<file path="config.mk">
export PLATFORM = sky130hd
export DESIGN_NAME = des_select_ctrl
export DESIGN_NICKNAME = d
export VERILOG_FILES = /design/src/rtl/des_select_ctrl.sv
export SDC_FILE = /design/constraint.sdc
export NUM_CORES = 1
export LEC_CHECK = 0
export CORE_MARGIN = 3
export CORE_UTILIZATION = 44
export CTS_BUF_LIST = sky130_fd_sc_hd__clkbuf_4
export CTS_CLUSTER_SIZE = 8
export DETAILED_ROUTE_END_ITERATION = 8
export DONT_BUFFER_PORTS = 1
export GPL_TIMING_DRIVEN = 0
export PLACE_DENSITY = 0.61
export SLEW_MARGIN = 20
export SYNTH_ARGS = -nofsm -noshare
export SYNTH_HDL_FRONTEND = slang
export SYNTH_SLANG_ARGS = --single-unit
export TNS_END_PERCENT = 5
</file>
<file path="constraint.sdc">
create_clock -name clock -period 2 [get_ports clock]
set_input_delay 0.3 -clock clock [delete_from_list [all_inputs] [get_ports clock]]
set_output_delay 0.3 -clock clock [all_outputs]
set_load 0.005 [all_outputs]
</file>
<file path="src/rtl/des_select_ctrl.sv">
// Configuration front end for the design multiplexer: receives an 8-bit
// serial frame on three asynchronous pins, validates it, commits the
// selection and issues a timed reset pulse to the designs.
module des_select_ctrl #(
    parameter int         RST_CYCLES   = 4,
    parameter logic [5:0] DEFAULT_SEL  = 6'd0,
    parameter logic       DEFAULT_HOLD = 1'b1
) (
    input  logic       clock,
    input  logic       reset,
    input  logic       cfg_sclk,
    input  logic       cfg_sdata,
    input  logic       cfg_latch,
    output logic [5:0] des_sel,
    output logic       hold_if_not_sel,
    output logic       design_reset,
    output logic       cfg_busy,
    output logic       cfg_err
);

    localparam int             CW       = (RST_CYCLES > 1) ? $clog2(RST_CYCLES) : 1;
    localparam logic [CW-1:0]  RST_LOAD = CW'(RST_CYCLES - 1);

    typedef enum logic [1:0] {IDLE, CHECK, SWITCH} state_t;

    state_t        state, state_d;
    logic [CW-1:0] rst_cnt, rst_cnt_d;
    logic [2:0]    sclk_sync, latch_sync;
    logic [1:0]    sdata_sync;
    logic [7:0]    shreg;
    logic [3:0]    bit_cnt;
    logic          len_ok;
    logic          sclk_rise, latch_rise, sdata_s;
    logic          shift_en, commit, frame_ok;

    // Two flops of metastability filtering per pin; the third flop on
    // sclk/latch gives the previous value for edge detection.
    always_ff @(posedge clock) begin
        if (reset) begin
            sclk_sync  <= '0;
            latch_sync <= '0;
            sdata_sync <= '0;
        end else begin
            sclk_sync  <= {sclk_sync[1:0], cfg_sclk};
            latch_sync <= {latch_sync[1:0], cfg_latch};
            sdata_sync <= {sdata_sync[0], cfg_sdata};
        end
    end

    assign sclk_rise  = sclk_sync[1] & ~sclk_sync[2];
    assign latch_rise = latch_sync[1] & ~latch_sync[2];
    assign sdata_s    = sdata_sync[1];

    // Latch beats a coincident sclk edge; nothing shifts outside IDLE.
    assign shift_en = (state == IDLE) && sclk_rise && !latch_rise;
    // Even parity over the whole frame means the XOR of all 8 bits is 0.
    assign frame_ok = len_ok && !(^shreg);

    // Next-state logic and pulse down counter.
    always_comb begin
        state_d   = state;
        rst_cnt_d = rst_cnt;
        commit    = 1'b0;
        case (state)
            IDLE: begin
                if (latch_rise) state_d = CHECK;
            end
            CHECK: begin
                if (frame_ok) begin
                    commit    = 1'b1;
                    state_d   = SWITCH;
                    rst_cnt_d = RST_LOAD;
                end else begin
                    state_d   = IDLE;
                end
            end
            SWITCH: begin
                if (rst_cnt == '0) state_d = IDLE;
                else               rst_cnt_d = rst_cnt - 1'b1;
            end
            default: state_d = IDLE;
        endcase
    end

    // State register; reset parks the FSM in SWITCH with a full count so
    // the design reset pulse extends past reset release.
    always_ff @(posedge clock) begin
        if (reset) begin
            state   <= SWITCH;
            rst_cnt <= RST_LOAD;
        end else begin
            state   <= state_d;
            rst_cnt <= rst_cnt_d;
        end
    end

    // Shift register and saturating bit counter. The length verdict is
    // captured at the latch edge because the counter is cleared there.
    always_ff @(posedge clock) begin
        if (reset) begin
            shreg   <= '0;
            bit_cnt <= '0;
            len_ok  <= 1'b0;
        end else begin
            if (shift_en) shreg <= {shreg[6:0], sdata_s};
            if (state == IDLE && latch_rise) len_ok <= (bit_cnt == 4'd8);
            if (latch_rise || commit)
                bit_cnt <= '0;
            else if (shift_en && bit_cnt != 4'hF)
                bit_cnt <= bit_cnt + 4'd1;
        end
    end

    // Committed selection and sticky error flag.
    always_ff @(posedge clock) begin
        if (reset) begin
            des_sel         <= DEFAULT_SEL;
            hold_if_not_sel <= DEFAULT_HOLD;
            cfg_err         <= 1'b0;
        end else if (state == CHECK) begin
            if (frame_ok) begin
                des_sel         <= shreg[5:0];
                hold_if_not_sel <= shreg[6];
                cfg_err         <= 1'b0;
            end else begin
                cfg_err         <= 1'b1;
            end
        end
    end

    assign design_reset = reset || (state == SWITCH);
    assign cfg_busy     = design_reset;

endmodule

</file>
Word-level counts from Yosys, hierarchy flattened
Cells that the tools add are included.

$add $sub $neg: 2. Multiply operators: 0. Div/mod/pow operators: 0. $lt $le $gt $ge: 0. Equal/unequal tests: 8. Shift operators: 0. Mux-type cells: 10. Bitwise operators: 4. Reduce and logical (&&, ||, !) cells: 17.

Operators by type and width (number): two-way mux 2 bit (5); inequality test 2 bit, second input constant (4); parity 8 bit (1); case mux 2 bit (3 select lines) (1); logical AND 1 bit (5); adder 4 x 1 -> 4 bit, second input constant (1); == test 4 bit, second input constant (1); logical NOT 2 bit (2); inequality test 4 bit, second input constant (1); case mux 2 bit (2 select lines) (1); AND reduction 2 bit (2); two-way mux 1 bit (3); AND reduction 3 bit (1); bitwise AND 1 bit (2); == test 2 x 1 -> 1 bit, second input constant (1); == test 2 bit, second input constant (1); logical NOT 1 bit (2); logical OR 1 bit (2); NOT 1 bit (2); nonzero test 2 bit (1); OR reduction 2 bit (1); subtractor 2 x 1 -> 2 bit, second input constant (1).

Flip-flop bits (word level): 33. Latch bits: 0. Memory bits (writable): 0. ROM bits: 0. Input bits: 5. Output and inout bits: 10. Word-level logic and storage cells: 52. Memories: 0.

Longest topological paths before layout
Gate-level depths: netlist of the first run.

Depth in word-level cells: 7. Gate-level depth with buffers: 7. Depth with buffers taken out: 5.

Worst setup path after synthesis of the first run
OpenSTA, ideal clock, no wires.

Kind: reg2reg. From: reg latch_sync[2]. To: reg bit_cnt[3]. Setup time: 0.136 ns. Data arrival time: 1.413 ns. Data required time: 1.864 ns. Setup slack: 0.451 ns. Stages on the path, launching flop included: 7. Buffers on the path: 1. Period minus slack after synthesis: 1.549 ns. Cell sequence: dfxtp_1 -> and2b_1 -> nand4bb_1 -> buf_2 -> nor2_1 -> mux2i_1 -> nor4_4.

Cells in the longest elaborated chain, start to end: 5. Elaborated cells on any way between the ends: 7. Those cells by class: bitwise (2); reduce/logical (5).

Ends and longest elaborated chain: start, declared (RTL line 28) `logic [2:0] sclk_sync, latch_sync;`; start signal, assigned (RTL line 45) `latch_sync <= {latch_sync[1:0], cfg_latch};`; NOT 1 bit * (RTL line 51) `assign latch_rise = latch_sync[1] & ~latch_sync[2];`; bitwise AND 1 bit * (RTL line 51); logical NOT 1 bit (RTL line 55) `assign shift_en = (state == IDLE) && sclk_rise && !latch_rise;`; logical AND 1 bit (RTL line 55); logical AND 1 bit (RTL line 109) `else if (shift_en && bit_cnt != 4'hF)`; end signal, assigned (RTL line 110) `bit_cnt <= bit_cnt + 4'd1;`; end, declared (RTL line 31) `logic [3:0] bit_cnt;`.

Every way passes the cells marked *; elsewhere a longest branch is shown, timed or not. A chain may end at the register's enable or synchronous reset.

Worst setup path in the final report of the first run
Ends and elaborated chain as after synthesis.

==> results.toml, run 1 <==
[drt]
num_vias = 886
drc = 0
wl_per_cell_um = 12.0
totalWireLength_um = 2240
ant_nets = 0
dr.pass1.iters = 3
first_iter_violations = 15
vias_per_cell = 4.74

[clock_tree]
cts_setup_buffers = 0
clk_pin_slew_ps = 100
h-tree-depth = 2
clock-sinks = 33
cts_tree = "done"
worstSkewPairLatency_ps = 330
post_cts_resized = 0
root_buffer = "clkbuf_4"
cts_max_path_buffers = 2
cts_hold_buf = 0
cts_made_buffers = 5

[timing]
rsz0062_at_grt = "false"
worst_slew_pin_slew_ps = 547
fmax_ghz = 0.583
hold_viol_final = 0
setup_violations = 0
finalMaxSlewViolations = 0
clock_skew_ps = 8.77
period_minus_slack_ps = 1710
setup_tns_ps = 0
fin_crit_sh_pct = 85.7
holdWs_ps = 99.4
maxSlewHeadroom_pct = 63.5

[setup_path]
timing.critical_path.slowest_cell_delay_ps = 310
path_delay_family = "simple AND/OR/NAND/NOR gates"
crit_buf_inv = 1
rr_worst_depth = 6
cp-start-kind = "register"
path_cells = "and2b_1 -> nand4bb_1 -> buf_2 -> nor2_1 -> mux2i_1 -> nor4_4"
path_max_fanout = 10
endpoint_kind = "register"
critPathLaunch = "latch_sync[2]"
r2r-start = "latch_sync[2]"
arrival_ps = 1910
crit_type = "register to register"
reg2reg_slack_ps = 290
slowest_stage = "dfxtp_1"
reg2reg_to = "bit_cnt[3]"
required_ps = 2190

[layout]
fill_cells = 270
post-route-util_pct = 53.1
drive_above_1_share_pct = 8.97
antenna_cells = 0
layout.cells.most_common = "dfxtp_1"
syn2layout_area_growth_pct = 9.42
fin_nets = 152
layout_common_cells = "dfxtp_1 (33), mux2i_1 (17), nor2_1 (16)"

[synth]
synth.yosys.warnings = 0
syn_avg_cell_area_um2 = 10.2
ys_seq_area_share_pct = 47.4
synthTopCellsByArea = "dfxtp_1 (47%), mux2i_1 (12%), nand2b_1 (6.3%)"
synth_area_leader_cell = "dfxtp_1"
synth_nets = 145
synth-seq-cells = 33
syn_inst = 137
yosysUniqueCellTypes = 31
syn_area_mm2 = 0.00140
netlist.area_leader.share_pct = 47.4

[power_and_ir_drop]
irDropWorstVdd_v = 0.000402
pwr_density_cell_mw_per_mm2 = 842
cellLeakagePower_nw = 0.592

[global_route]
grt_pass1_wl_um = 4060
antenna_found_initial = 0
grt-ovfl-total = 0
grt_max_degree = 11
grt_pass1_vias = 893
track_usage_pct = 13.4

[die]
start_util_pct = 48.5
fp.coreArea_mm2 = 0.00288
die_y_um = 62.3
die_w_um = 62.3
io_pins = 15
core.rowCount = 19
die_area_mm2 = 0.00388

[status]
status = "complete, no violations"

[placement]
place.gp.congestion = 0.651
numPortBuffers = 0
dp_hpwl_um = 1590

[flow_run]
maxCapViolCount = 0

[worst_hold_path]
whs_path_depth = 1
hp-class = "input port to register"
holdCritStartpoint = "cfg_sdata"
min_to = "sdata_sync[0]"
==> state kept, by name, summed over array words and instances, names as in the netlist <==
register,count
bit_cnt,4
cfg_err,1
des_sel,6
hold_if_not_sel,1
latch_sync,3
len_ok,1
rst_cnt,2
sclk_sync,3
sdata_sync,2
shreg,8
state,2
==> worst max path at each step <==
stage          cells past startpoint  slack (ps)         end
3_3_place_gp                       6         300  bit_cnt[3]
5_1_grt                            6         130  bit_cnt[3]
6_report                           6         290  bit_cnt[3]
4_1_cts                            6         270  bit_cnt[3]
3_5_place_dp                       6         290  bit_cnt[3]
2_1_floorplan                      6         450  bit_cnt[3]
==> where the power goes <==
part	internal [W]	switching, W
Sequential	0.000683	0.0000104
Combinational	0.0000468	0.0000545
Clock	0.000274	0.000216
Total	0.00100	0.000281
==> area by class of cell <==
type                       count  area [um2]  area share [%]
buffer                         8        58.8            3.85
clock buffer                   6        45.0            2.95
clock inverter                 2        33.8            2.21
inverter                       5        18.8            1.23
multi-input combinational     91         657            43.0
sequential                    33         661            43.3
tap                           42        52.6            3.44
==> logic make-up (layout without fill, tap and decap cells) <==
| group | Yosys count | count (layout) | synth area share, % |
|---|---|---|---|
| and+or+nand+nor | 58 | 58 | 24.7 |
| DFF | 33 | 33 | 47.4 |
| muxes | 17 | 17 | 12.2 |
| buffers and inverters | 13 | 21 | 5.56 |
| xor gates and xnor gates | 8 | 8 | 5.02 |
| AOI/OAI and AO/OA | 5 | 5 | 2.51 |
| adders and majority gates | 3 | 3 | 2.69 |
==> per-layer routing <==
metal	track usage (%)	part of all wire [%]
met1	17.1	51
met2	19.0	44
met3	7.21	4.9
met4	4.96	0.53
met5	0	0
==> metrics by stage <==
step           cells  worst slack [ps]  power, W  cell area, um2
2_1_floorplan    137               451  0.000791            1400
3_3_place_gp     179               299  0.000805            1450
3_5_place_dp     179               287  0.000813            1450
4_1_cts          187               271   0.00131            1530
5_1_grt          187               134   0.00137            1530
6_report         187               286   0.00128            1530
==> synth_stat cells <==
| master | number |
|---|---|
| a21oi_1 | 1 |
| a31oi_1 | 1 |
| and2b_1 | 2 |
| and3_1 | 1 |
| buf_1 | 1 |
| buf_12 | 1 |
| buf_2 | 1 |
| buf_4 | 1 |
| buf_6 | 1 |
| clkbuf_1 | 3 |
| dfxtp_1 | 33 |
| ha_1 | 3 |
| inv_1 | 5 |
| mux2i_1 | 17 |
| nand2_1 | 4 |
| nand2b_1 | 14 |
| nand3_1 | 1 |
| nand3b_1 | 1 |
| nand4bb_1 | 1 |
| nor2_1 | 16 |
| nor2b_1 | 8 |
| nor3_2 | 1 |
| nor4_1 | 3 |
| nor4_4 | 1 |
| o21a_1 | 1 |
| o21ai_0 | 1 |
| o41a_1 | 1 |
| or3_1 | 3 |
| or4_1 | 1 |
| or4b_1 | 1 |
| xnor2_1 | 8 |
(Power assumes the default switching activity.)
==> run 2: changes to the inputs <==
--- a/config.mk
+++ b/config.mk
@@ -5,6 +5,8 @@
 export SDC_FILE = /design/constraint.sdc
 export NUM_CORES = 1
 export LEC_CHECK = 0
+export CELL_PAD_IN_SITES_DETAIL_PLACEMENT = 0
+export CELL_PAD_IN_SITES_GLOBAL_PLACEMENT = 1
 export CORE_MARGIN = 3
 export CORE_UTILIZATION = 44
 export CTS_BUF_LIST = sky130_fd_sc_hd__clkbuf_4
@@ -12,7 +14,7 @@
 export DETAILED_ROUTE_END_ITERATION = 8
 export DONT_BUFFER_PORTS = 1
 export GPL_TIMING_DRIVEN = 0
-export PLACE_DENSITY = 0.61
+export PLACE_DENSITY = 0.73
 export SLEW_MARGIN = 20
 export SYNTH_ARGS = -nofsm -noshare
 export SYNTH_HDL_FRONTEND = slang
==> results.toml, run 2 (synthesis results as in run 1) <==
[layout]
fin_nets = 152
antenna_cells = 0
layout.cells.most_common = "dfxtp_1"
post-route-util_pct = 53.1
regMostFlops = "shreg"
layout_common_cells = "dfxtp_1 (33), mux2i_1 (17), nor2_1 (16)"
syn2layout_area_growth_pct = 9.42
drive_above_1_share_pct = 8.97
largest_reg_flops = 8
reg_top3 = "shreg: 8 flops, des_sel: 6 flops, bit_cnt: 4 flops"
fill_cells = 260

[setup_path]
crit_buf_inv = 1
timing.critical_path.slowest_cell_delay_ps = 320
required_ps = 2190
cp-start-kind = "register"
cp.depth = 6
rr_worst_depth = 6
path_max_fanout = 10
slowest_stage = "dfxtp_1"
endpoint_kind = "register"
path_delay_family = "simple AND/OR/NAND/NOR gates"
crit_type = "register to register"
r2r-start = "latch_sync[2]"
arrival_ps = 1960
path_cells = "and2b_1 -> nand4bb_1 -> buf_2 -> nor2_1 -> mux2i_1 -> nor4_4"
critPathLaunch = "latch_sync[2]"

[die]
core.rowCount = 19
io_pins = 15
fp.coreArea_mm2 = 0.00288
die_area_mm2 = 0.00388
die_y_um = 62.3
start_util_pct = 48.5
die_w_um = 62.3

[worst_hold_path]
holdCritStartpoint = "cfg_latch"
hp-class = "input port to register"
whs_path_depth = 1

[placement]
numPortBuffers = 0
dp_hpwl_um = 1620
place.gp.congestion = 0.794

[timing]
fmax_ghz = 0.566
finalMaxSlewViolations = 0
clock_skew_ps = 6.67
fin_crit_sh_pct = 88.3
setup_violations = 0
setup_tns_ps = 0
worst_slew_pin_slew_ps = 535
hold_viol_final = 0
period_minus_slack_ps = 1770
maxSlewHeadroom_pct = 64.3
rsz0062_at_grt = "false"

[clock_tree]
worstSkewPairLatency_ps = 320
cts_setup_buffers = 0
clock-sinks = 33
cts_tree = "done"
cts_hold_buf = 0
cts_made_buffers = 5
clk_pin_slew_ps = 100
cts_max_path_buffers = 2
h-tree-depth = 2
post_cts_resized = 0
root_buffer = "clkbuf_4"

[power_and_ir_drop]
irDropWorstVdd_v = 0.000489
pwr_density_cell_mw_per_mm2 = 841
cellLeakagePower_nw = 0.592

[drt]
first_iter_violations = 29
totalWireLength_um = 2270
vias_per_cell = 4.89
drc = 0
wl_per_cell_um = 12.1
num_vias = 915
dr.pass1.iters = 4
ant_nets = 0

[global_route]
antenna_found_initial = 0
track_usage_pct = 13.0
grt_max_degree = 11
grt_pass1_vias = 934
grt_pass1_wl_um = 3990
grt-ovfl-total = 0

[flow_run]
maxCapViolCount = 0

[status]
status = "complete, no violations"
## run 2: final timing paths
path                                      end  slack [ps]
worst min-delay path            latch_sync[0]         100
worst max register to register     bit_cnt[3]         230
worst min register to register  sdata_sync[1]         450
worst max-delay path               bit_cnt[3]         230
## run 2: cell type report
type / instances / area (um2) / share of cell area, %
Clock buffer: 6 / 45.0 / 2.95
Multi-Input combinational cell: 91 / 657 / 43.0
Buffer: 8 / 58.8 / 3.85
Sequential cell: 33 / 661 / 43.3
Inverter: 5 / 18.8 / 1.23
Tap cell: 42 / 52.6 / 3.44
Clock inverter: 2 / 33.8 / 2.21
## run 2: metal layers
layer | GRT usage, % | part of all wire (%) | vias to the layer above | wire length [um]
met2 | 20.2 | 42 | 23 | 944
met1 | 15.8 | 50 | 418 | 1150
met5 | 0 | 0 | - | 0
li1 | - | - | 468 | -
met3 | 4.68 | 5.8 | 6 | 132
met4 | 6.61 | 2.0 | 0 | 46
## run 2: per-stage QoR
| stage | instances | hold WS [ps] | worst slack, ps | cell area (um2) | power (W) |
|---|---|---|---|---|---|
| after global placement | 179 | 420 | 291 | 1450 | 0.000804 |
| after detailed placement | 179 | 427 | 266 | 1450 | 0.000811 |
| after CTS | 187 | 86.3 | 229 | 1530 | 0.00130 |
| final | 187 | 102 | 233 | 1530 | 0.00128 |
| after global routing | 187 | 84.2 | 137 | 1530 | 0.00134 |
| after floorplan | 137 | 414 | 451 | 1400 | 0.000791 |
## run 2: power by group
group	leakage [nW]	total [W]	internal, W	switching (W)
clock network	0.0433	0.000489	0.000274	0.000215
logic	0.281	0.0000990	0.0000468	0.0000522
registers	0.268	0.000695	0.000683	0.0000119
==> run 3: changes to the inputs <==
--- a/config.mk
+++ b/config.mk
@@ -5,6 +5,7 @@
 export SDC_FILE = /design/constraint.sdc
 export NUM_CORES = 1
 export LEC_CHECK = 0
+export ABC_AREA = 1
 export CELL_PAD_IN_SITES_DETAIL_PLACEMENT = 0
 export CELL_PAD_IN_SITES_GLOBAL_PLACEMENT = 1
 export CORE_MARGIN = 3
@@ -14,7 +15,7 @@
 export DETAILED_ROUTE_END_ITERATION = 8
 export DONT_BUFFER_PORTS = 1
 export GPL_TIMING_DRIVEN = 0
-export PLACE_DENSITY = 0.73
+export PLACE_DENSITY = 0.79
 export SLEW_MARGIN = 20
 export SYNTH_ARGS = -nofsm -noshare
 export SYNTH_HDL_FRONTEND = slang
==> results.toml, run 3 <==
[die]
die_area_mm2 = 0.00397
die_y_um = 63.0
io_pins = 15
fp.coreArea_mm2 = 0.00308
core.rowCount = 20
start_util_pct = 46.5
die_w_um = 63.0

[clock_tree]
clk_pin_slew_ps = 100
cts_tree = "done"
cts_hold_buf = 0
cts_max_path_buffers = 2
post_cts_resized = 0
root_buffer = "clkbuf_4"
worstSkewPairLatency_ps = 320
h-tree-depth = 2
clock-sinks = 33
cts_setup_buffers = 0
cts_made_buffers = 5

[synth]
syn_avg_cell_area_um2 = 7.02
synth_area_leader_cell = "dfxtp_1"
postSynth.asyncResetShare_pct = 0
synth.yosys.warnings = 0
yosysUniqueCellTypes = 22
synth.top_cells.by_count = "nand2_1 (54), nor2_1 (35), dfxtp_1 (33)"
syn_inst = 204
netlist.area_leader.share_pct = 46.2
synthTopCellsByArea = "dfxtp_1 (46%), nand2_1 (14%), nor2_1 (9.2%)"
syn_area_mm2 = 0.00143
ys_seq_area_share_pct = 46.2
synth-seq-cells = 33
synth_nets = 212
synth_ff_type = "dfxtp_1"
synth_edf_count = 0
synth_most_common_cell = "nand2_1"

[global_route]
grt_use_met3_pct = 6.12
met1_usage_pct = 16.9
grtUsageMet2_pct = 23.8
grt_pass1_wl_um = 4570
grt_pass1_vias = 1125
track_usage_pct = 14.6
grt_max_degree = 11
grt-ovfl-total = 0
grt_most_used_layer = "met2"
antenna_found_initial = 0

[layout]
syn2layout_area_growth_pct = 7.69
largest_reg_flops = 8
multi_input_area_um2 = 623
fill_cells = 331
layout.cells.most_common = "nand2_1"
seq_area_um2 = 661
instances_no_fill = 256
reg_top3 = "shreg: 8 flops, des_sel: 6 flops, bit_cnt: 4 flops"
regMostFlops = "shreg"
drive_above_1_share_pct = 7.55
layout_common_cells = "nand2_1 (54), nor2_1 (35), dfxtp_1 (33)"
fin_nets = 219
antenna_cells = 0

[setup_path]
reg2reg_slack_ps = 480
r2r-start = "state[1]"
required_ps = 1700
path_max_fanout = 10
crit_type = "input port to output port"
arrival_ps = 1220
critPathLaunch = "reset"
cp-start-kind = "input port"
endpoint_kind = "output port"

[drt]
totalWireLength_um = 2600
first_iter_violations = 83
num_vias = 1194
drc = 0
ant_nets = 0
wl_per_cell_um = 10.1
vias_per_cell = 4.66
dr.pass1.iters = 4

[power_and_ir_drop]
cellLeakagePower_nw = 0.692
irDropWorstVdd_v = 0.000416
pwr_density_cell_mw_per_mm2 = 792

[timing]
finalMaxSlewViolations = 0
fmax_ghz = 0.656
fin_crit_sh_pct = 76.2
setup_tns_ps = 0
layout_setup_ws_ps = 476
worst_slew_pin_slew_ps = 432
rsz0062_at_grt = "false"
hold_viol_final = 0
maxSlewHeadroom_pct = 71.2
period_minus_slack_ps = 1520
clock_skew_ps = 13.7
setup_violations = 0

[status]
status = "complete, no violations"

[placement]
place.gp.congestion = 0.788
post-place-ws_ps = 448
dp_hpwl_um = 1960
dp_cells = 248
numPortBuffers = 0

[worst_hold_path]
holdCritStartpoint = "reset"
hp-class = "input port to register"

[flow_run]
maxCapViolCount = 0
run 3: worst paths after layout:
check                  end  cells past startpoint
max reg2reg     bit_cnt[3]                      8
max           design_reset                      4
min reg2reg  sdata_sync[1]                      2
min                 len_ok                      1
run 3: cell families (layout without fill, tap and decap cells):
| kind of cell | count (synthesis) | after routing | synth area share, % |
|---|---|---|---|
| buf+inv | 36 | 44 | 10.3 |
| compound gates | 21 | 21 | 7.95 |
| flops | 33 | 33 | 46.2 |
| simple gates | 109 | 109 | 31.7 |
| xor+xnor | 2 | 2 | 1.22 |
| fa+ha+maj | 3 | 3 | 2.62 |
run 3: cell type report:
class                           instances  share of cell area [%]
Buffer                                  5                    2.03
Clock inverter                          2                   0.649
Clock buffer                            6                    2.92
Sequential cell                        33                    42.9
Inverter                               31                    7.55
Multi-Input combinational cell        135                    40.4
Tap cell                               44                    3.57
run 3: critical path, stage by stage:
cell and delay [ps]:
inv_1 200, clkbuf_1 390, nand2_1 160, buf_4 160
run 3: where the power goes:
group | leakage, nW | switching, W | internal, W
logic | 0.389 | 0.0000919 | 0.0000610
clock network | 0.0354 | 0.000210 | 0.000147
registers | 0.268 | 0.0000224 | 0.000689
total | 0.692 | 0.000324 | 0.000897
run 3: metal layers:
layer | routed length (um) | up-vias
met5 | 0 | -
met4 | 36 | 0
met3 | 155 | 4
met2 | 1180 | 23
met1 | 1220 | 528
li1 | - | 639
run 3: stage by stage:
step / total power [W] / utilization [%] / cell area [um2] / hold slack [ps]
floorplan: 0.000849 / - / 1430 / 378
global placement: 0.000871 / 48.3 / 1490 / 380
detailed placement: 0.000880 / 48.3 / 1490 / 384
CTS: 0.00124 / 50.1 / 1540 / 23.0
global route: 0.00130 / 50.1 / 1540 / 10.6
finish: 0.00122 / 50.1 / 1540 / 37.9
